--- src/rtl/udp_rx.sv ---
// udp_rx -- GMII receive path that filters Ethernet/IPv4/UDP frames addressed
// to this board and delivers the UDP payload as big-endian 32-bit words.
//
// Ports
//   clk           GMII RX clock; everything is clocked on its rising edge
//   rst_n         synchronous active-low reset
//   gmii_rx_dv    receive data valid; bytes are only consumed while high
//   gmii_rxd      receive byte
//   rec_en        one-cycle strobe, rec_data holds a payload word
//   rec_data      payload word, first byte of the word in [31:24]
//   rec_pkt_done  one-cycle strobe, payload of the current packet complete
//   rec_byte_num  payload byte count, valid with rec_pkt_done
module udp_rx #(
  parameter logic [47:0] BOARD_MAC = 48'h00_11_22_33_44_55,
  parameter logic [31:0] BOARD_IP  = {8'd192, 8'd168, 8'd1, 8'd10}
) (
  input  logic        clk,
  input  logic        rst_n,
  input  logic        gmii_rx_dv,
  input  logic [7:0]  gmii_rxd,
  output logic        rec_en,
  output logic [31:0] rec_data,
  output logic        rec_pkt_done,
  output logic [15:0] rec_byte_num
);

  typedef enum logic [6:0] {
    st_idle     = 7'b0000001,
    st_preamble = 7'b0000010,
    st_eth_head = 7'b0000100,
    st_ip_head  = 7'b0001000,
    st_udp_head = 7'b0010000,
    st_rx_data  = 7'b0100000,
    st_rx_end   = 7'b1000000
  } state_t;

  state_t      r_state;
  logic [5:0]  r_cnt;        // byte index within the current header
  logic [3:0]  r_ihl;
  logic        r_mac_ok;     // destination MAC matched BOARD_MAC so far
  logic        r_bc_ok;      // destination MAC matched broadcast so far
  logic [7:0]  r_type_hi;
  logic [7:0]  r_len_hi;
  logic [15:0] r_payload;    // UDP length minus the 8-byte UDP header
  logic        r_len_short;  // UDP length below 8, frame is malformed
  logic [15:0] r_data_cnt;   // payload bytes already consumed
  logic [31:0] r_word;

  logic [7:0]  w_mac_byte;
  logic [7:0]  w_ip_byte;
  logic [5:0]  w_ip_last;
  logic [31:0] w_word_next;
  logic        w_last;

  // Expected MAC byte for header positions 0..5
  always_comb begin
    w_mac_byte = BOARD_MAC[7:0];
    case (r_cnt)
      6'd0:    w_mac_byte = BOARD_MAC[47:40];
      6'd1:    w_mac_byte = BOARD_MAC[39:32];
      6'd2:    w_mac_byte = BOARD_MAC[31:24];
      6'd3:    w_mac_byte = BOARD_MAC[23:16];
      6'd4:    w_mac_byte = BOARD_MAC[15:8];
      default: w_mac_byte = BOARD_MAC[7:0];
    endcase
  end

  // Destination IP occupies IP header bytes 16..19, so the low two index bits
  // select the byte directly.
  always_comb begin
    w_ip_byte = BOARD_IP[7:0];
    case (r_cnt[1:0])
      2'd0:    w_ip_byte = BOARD_IP[31:24];
      2'd1:    w_ip_byte = BOARD_IP[23:16];
      2'd2:    w_ip_byte = BOARD_IP[15:8];
      default: w_ip_byte = BOARD_IP[7:0];
    endcase
  end

  assign w_ip_last = {r_ihl, 2'b00} - 6'd1;
  assign w_last    = (r_data_cnt == (r_payload - 16'd1));

  // Insert the incoming byte into its big-endian lane; lane 0 starts a fresh
  // word so a trailing partial word comes out with zeroed low bytes.
  always_comb begin
    w_word_next = r_word;
    case (r_data_cnt[1:0])
      2'd0:    w_word_next = {gmii_rxd, 24'd0};
      2'd1:    w_word_next = {r_word[31:24], gmii_rxd, 16'd0};
      2'd2:    w_word_next = {r_word[31:16], gmii_rxd, 8'd0};
      default: w_word_next = {r_word[31:8], gmii_rxd};
    endcase
  end

  always_ff @(posedge clk) begin
    if (!rst_n) begin
      r_state      <= st_idle;
      r_cnt        <= 6'd0;
      r_ihl        <= 4'd0;
      r_mac_ok     <= 1'b0;
      r_bc_ok      <= 1'b0;
      r_type_hi    <= 8'd0;
      r_len_hi     <= 8'd0;
      r_payload    <= 16'd0;
      r_len_short  <= 1'b0;
      r_data_cnt   <= 16'd0;
      r_word       <= 32'd0;
      rec_en       <= 1'b0;
      rec_pkt_done <= 1'b0;
      rec_data     <= 32'd0;
      rec_byte_num <= 16'd0;
    end else begin
      rec_en       <= 1'b0;
      rec_pkt_done <= 1'b0;
      case (r_state)
        st_idle: begin
          if (gmii_rx_dv && gmii_rxd == 8'h55) begin
            r_state <= st_preamble;
            r_cnt   <= 6'd0;
          end
        end

        st_preamble: begin
          if (!gmii_rx_dv) begin
            r_state <= st_idle;
          end else if (gmii_rxd == 8'h55 && r_cnt < 6'd6) begin
            r_cnt <= r_cnt + 6'd1;
          end else if (gmii_rxd == 8'hd5 && r_cnt == 6'd6) begin
            r_state <= st_eth_head;
            r_cnt   <= 6'd0;
          end else begin
            r_state <= st_rx_end;
          end
        end

        st_eth_head: begin
          if (!gmii_rx_dv) begin
            r_state <= st_idle;
          end else begin
            r_cnt <= r_cnt + 6'd1;
            if (r_cnt <= 6'd5) begin
              r_mac_ok <= ((r_cnt == 6'd0) | r_mac_ok) & (gmii_rxd == w_mac_byte);
              r_bc_ok  <= ((r_cnt == 6'd0) | r_bc_ok) & (gmii_rxd == 8'hff);
            end
            if (r_cnt == 6'd12)
              r_type_hi <= gmii_rxd;
            if (r_cnt == 6'd13) begin
              r_cnt <= 6'd0;
              if ((r_mac_ok || r_bc_ok) && r_type_hi == 8'h08 && gmii_rxd == 8'h00)
                r_state <= st_ip_head;
              else
                r_state <= st_rx_end;
            end
          end
        end

        st_ip_head: begin
          if (!gmii_rx_dv) begin
            r_state <= st_idle;
          end else if (r_cnt == 6'd0) begin
            if (gmii_rxd[7:4] != 4'd4 || gmii_rxd[3:0] < 4'd5) begin
              r_state <= st_rx_end;
            end else begin
              r_ihl <= gmii_rxd[3:0];
              r_cnt <= 6'd1;
            end
          end else if (r_cnt == 6'd9 && gmii_rxd != 8'd17) begin
            r_state <= st_rx_end;
          end else if (r_cnt >= 6'd16 && r_cnt <= 6'd19 && gmii_rxd != w_ip_byte) begin
            r_state <= st_rx_end;
          end else if (r_cnt == w_ip_last) begin
            r_state <= st_udp_head;
            r_cnt   <= 6'd0;
          end else begin
            r_cnt <= r_cnt + 6'd1;
          end
        end

        st_udp_head: begin
          if (!gmii_rx_dv) begin
            r_state <= st_idle;
          end else begin
            r_cnt <= r_cnt + 6'd1;
            if (r_cnt == 6'd4)
              r_len_hi <= gmii_rxd;
            if (r_cnt == 6'd5) begin
              r_payload   <= {r_len_hi, gmii_rxd} - 16'd8;
              r_len_short <= ({r_len_hi, gmii_rxd} < 16'd8);
            end
            if (r_cnt == 6'd7) begin
              r_cnt      <= 6'd0;
              r_data_cnt <= 16'd0;
              if (r_len_short) begin
                r_state <= st_rx_end;
              end else if (r_payload == 16'd0) begin
                // Empty datagram: report completion with nothing delivered
                rec_pkt_done <= 1'b1;
                rec_byte_num <= 16'd0;
                r_state      <= st_rx_end;
              end else begin
                r_state <= st_rx_data;
              end
            end
          end
        end

        st_rx_data: begin
          if (!gmii_rx_dv) begin
            r_state <= st_idle;
          end else begin
            r_word     <= w_word_next;
            r_data_cnt <= r_data_cnt + 16'd1;
            if (r_data_cnt[1:0] == 2'd3 || w_last) begin
              rec_en   <= 1'b1;
              rec_data <= w_word_next;
            end
            if (w_last) begin
              rec_pkt_done <= 1'b1;
              rec_byte_num <= r_payload;
              r_state      <= st_rx_end;
            end
          end
        end

        st_rx_end: begin
          // Swallow padding/FCS until the frame ends
          if (!gmii_rx_dv)
            r_state <= st_idle;
        end

        default: r_state <= st_idle;
      endcase
    end
  end

endmodule

--- config.mk ---
export PLATFORM = sky130hd
export DESIGN_NAME = udp_rx
export DESIGN_NICKNAME = d
export VERILOG_FILES = /design/src/rtl/udp_rx.sv
export SDC_FILE = /design/constraint.sdc
export NUM_CORES = 1
export LEC_CHECK = 0
export CAP_MARGIN = 15
export CORE_UTILIZATION = 58
export CTS_CLUSTER_DIAMETER = 30
export DETAILED_ROUTE_END_ITERATION = 12
export GPL_TIMING_DRIVEN = 0
export HOLD_SLACK_MARGIN = 0.08
export PLACE_DENSITY = 0.8
export SYNTH_ARGS = -nofsm -noshare
export SYNTH_HDL_FRONTEND = slang
export SYNTH_SLANG_ARGS = --single-unit
--- constraint.sdc ---
create_clock -name clk -period 4.05 [get_ports clk]
set_input_delay 0.6075 -clock clk [delete_from_list [all_inputs] [get_ports clk]]
set_output_delay 0.6075 -clock clk [all_outputs]
set_load 0.05 [all_outputs]
==> impl_metrics.csv <==
group,metric,value,unit
run_status,status,"finished clean",
clock_network,cts_resized,0,
timing,period_minus_slack,3480,ps
yosys,postSynthCellCount,859,
worst_hold_path,worstHoldEndpoint,"rec_data[9]$_SDFFE_PN0P_",
clock_network,insertion_delay,420,ps
route,wl_per_cell,19.6,um
clock_network,cts_setup_buffers,0,
route,post_drt_via_cell_ratio,6.29,
cells_and_area,fin_area,8710,um^2
cells_and_area,layout.nets,959,
timing,maxSlewViolCount,0,
grt,grt_util_all_layers,34.8,%
worst_hold_path,holdPathStages,1,
timing,period_share,85.9,%
worst_setup_path,cp_slowest_stage_delay,660,ps
timing,finalClockSkew,8.63,ps
placement,dp_hpwl,15.3,mm
job,cap_violations,0,
worst_setup_path,r2r_slack,570,ps
floorplan,die_area,13100,um^2
worst_hold_path,worstHoldStart,"rec_data[9]$_SDFFE_PN0P_",
power_and_ir_drop,ir_drop,405,uV
timing,fin_tns_setup,0,ps
timing,hold_viol,0,
floorplan,coreArea,12200,um^2
clock_network,clockRootBuffer,"clkbuf_16",
route,drt_iter0_markers,686,
cells_and_area,num_antenna_cells,0,
worst_setup_path,critPathKind,"reg2reg",
yosys,ys_warn_count,0,
clock_network,cts-buffers-inserted,17,
grt,grt_pass1_vias,6857,
worst_setup_path,crit_fanout,10,
worst_setup_path,critical_path_buf_inv_count,1,
cells_and_area,fillCellCount,942,
yosys,yosysSeqAreaShare,38.8,%
worst_setup_path,r2r_end,"r_state[0]$_SDFFE_PN1P_",
yosys,synth_seq_cells,142,
timing,finalSetupViolations,0,
timing,timing.slew.headroom,28.3,%
route,totalWireLength,21.8,mm
cells_and_area,layout_common_cells,"142 x dfxtp_1, 114 x nor2_1, 57 x clkdlybuf4s50_1, 51 x clkbuf_1, 48 x nand2_1",
yosys,syn_area_per_cell,8.53,um^2
placement,pre_cts_ws,490,ps
clock_network,clk_pin_slew,60,ps
placement,place_congestion,0.961,
cells_and_area,drive_gt1_share,6.65,%
yosys,syn_area,7330,um^2
grt,grt_max_degree,17,
grt,grt_antenna_before_repair,0,
floorplan,rows,40,
timing,rsz0062_at_grt,"no",
yosys,synth.distinct_cells,67,
power_and_ir_drop,power.density,371,nW/um^2
worst_setup_path,reg2reg_depth,8,
route,vias,7019,
placement,port_buffers,57,
floorplan,ios,61,
worst_setup_path,cp_data_required_time,4330,ps
timing,fin_ws,572,ps
worst_setup_path,critical_path.endpoint_type,"register",
yosys,synth_edf_count,0,
grt,grt_pass1_wl,35.1,mm
placement,dpl_cell_area,8110,um^2
route,ant_nets,0,
grt,gr-total-overflow,0,
floorplan,die_w,114,um
yosys,synth_nets,883,
floorplan,die_y,114,um
worst_setup_path,slowest_stage,"nor4_1",
worst_setup_path,reg2reg_from,"r_cnt[4]$_SDFFE_PN0P_",
yosys,synth-main-ff-cell,"dfxtp_1",
floorplan,start_util,60.3,%
yosys,synth-async-reset-ratio,0,%
worst_setup_path,worstPathArrival,3760,ps
route,drc_errors,0,
clock_network,cts_hold_buf,0,
cells_and_area,area_growth,18.8,%
timing,worst_pin_slew,1060,ps
clock_network,clockBufferDepth,2,
timing,whs,460,ps
power_and_ir_drop,leakage,3.05,nW
cells_and_area,layout_commonest_cell,"dfxtp_1",
route,first_pass_iters,6,
cells_and_area,final_util,71.6,%
clock_network,tritoncts,"built",
worst_hold_path,min_path_type,"reg2reg",
worst_setup_path,cp-start-kind,"register",
timing,max_freq,287,MHz
worst_setup_path,critPathTopFamily,"simple AND/OR/NAND/NOR gates",
clock_network,cts.sinks,142,
worst_setup_path,crit_chain,"clkbuf_1 > nor4_1 > nand2_1 > nor4_1 > nand3_1 > o2111ai_1 > a2111o_1 > nand3_1",
clock_network,htreeDepth,4,
## area by class of cell
| class | instances | area (um^2) | share of cell area, % |
|---|---|---|---|
| Multi-Input combinational cell | 629 | 4110 | 47.2 |
| Sequential cell | 142 | 2840 | 32.6 |
| Timing Repair Buffer | 57 | 571 | 6.55 |
| Clock buffer | 19 | 443 | 5.09 |
| Buffer | 70 | 305 | 3.51 |
| Tap cell | 168 | 210 | 2.41 |
| Clock inverter | 13 | 155 | 1.78 |
| Inverter | 18 | 67.6 | 0.776 |
## through the flow
stage / total power [mW] / std cells
2_1_floorplan: 1.58 / 859
3_3_place_gp: 1.65 / 1084
3_5_place_dp: 1.65 / 1084
4_1_cts: 3.23 / 1116
5_1_grt: 3.30 / 1116
6_report: 3.23 / 1116
## synthesized netlist by cell type (3+ instances only)
library cell / n / area share (%)
a2111oi_0: 3 / 0.36
mux2i_1: 26 / 3.6
nand3_1: 34 / 2.3
inv_1: 18 / 0.92
nand2_1: 48 / 2.5
buf_1: 9 / 0.46
nand2b_1: 10 / 0.85
o21ai_0: 16 / 1.1
a211oi_1: 40 / 4.1
buf_6: 3 / 0.46
o211ai_1: 5 / 0.51
nor2b_1: 12 / 1.0
and2_1: 5 / 0.43
or4b_2: 4 / 0.55
o2bb2ai_1: 24 / 2.9
a22oi_1: 17 / 1.7
xnor2_1: 25 / 3.0
dfxtp_1: 142 / 39
or2_2: 5 / 0.43
clkbuf_1: 50 / 2.6
a21oi_1: 30 / 2.0
nor2_1: 114 / 5.8
nor3_1: 24 / 1.6
o2111ai_1: 6 / 0.72
xor2_1: 21 / 2.5
nand4_1: 10 / 0.85
a22o_1: 15 / 1.8
or4_1: 5 / 0.51
ha_1: 13 / 2.2
nor4b_1: 5 / 0.60
o22ai_1: 3 / 0.26
or3_1: 16 / 1.4
buf_2: 7 / 0.48
nor4_1: 13 / 1.1
nand3b_1: 13 / 1.3
o31a_1: 3 / 0.36
and3_1: 11 / 0.94
a31oi_1: 15 / 1.3
## power breakdown
group          switching [mW]  total, mW  leakage [nW]  internal (mW)
combinational           0.142      0.208          1.62         0.0658
clock                   0.667       1.61         0.288          0.939
sequential             0.0119       1.42          1.14           1.41
total                   0.821       3.23          3.05           2.41
## registers in the layout (all words and copies together), names as in the netlist
signal        flops
r_payload        16
r_word           24
r_type_hi         8
r_cnt             6
r_len_short       1
rec_en            1
rec_byte_num     16
r_bc_ok           1
r_mac_ok          1
r_state           7
r_ihl             4
rec_data         32
r_data_cnt       16
rec_pkt_done      1
r_len_hi          8
## how the worst max path moves through the flow
stage / start / end / slack (ps) / cells past startpoint
6_report: r_cnt[4]$_SDFFE_PN0P_ / r_state[0]$_SDFFE_PN1P_ / 570 / 8
5_1_grt: r_cnt[0]$_SDFFE_PN0P_ / r_cnt[3]$_SDFFE_PN0P_ / 380 / 11
4_1_cts: r_cnt[1]$_SDFFE_PN0P_ / r_data_cnt[15]$_SDFFE_PN0P_ / 670 / 8
3_5_place_dp: gmii_rxd[3] / r_state[0]$_SDFFE_PN1P_ / 490 / 8
3_3_place_gp: gmii_rxd[7] / r_state[6]$_SDFFE_PN0P_ / 560 / 9
2_1_floorplan: r_payload[0]$_SDFFE_PN0P_ / rec_byte_num[10]$_SDFFE_PN0P_ / 1200 / 12
## layer usage
metal  vias up  wire (um)  global-route usage, %
met2       364      10000                   55.6
met3        45       1920                   8.47
met4         0        441                   11.0
met5         -          0                      0
li1       3278          -                      -
met1      3332       9440                   46.4
## logic make-up after synthesis
kind of cell | after synthesis | synth area share (%)
and+or+nand+nor | 344 | 24.2
AOI/OAI and AO/OA | 198 | 20.0
DFF | 142 | 38.8
buffers and inverters | 88 | 5.09
xor gates and xnor gates | 48 | 6.11
muxes | 26 | 3.55
adders and majority gates | 13 | 2.22
Note: power is estimated with default switching activity, not from simulation.
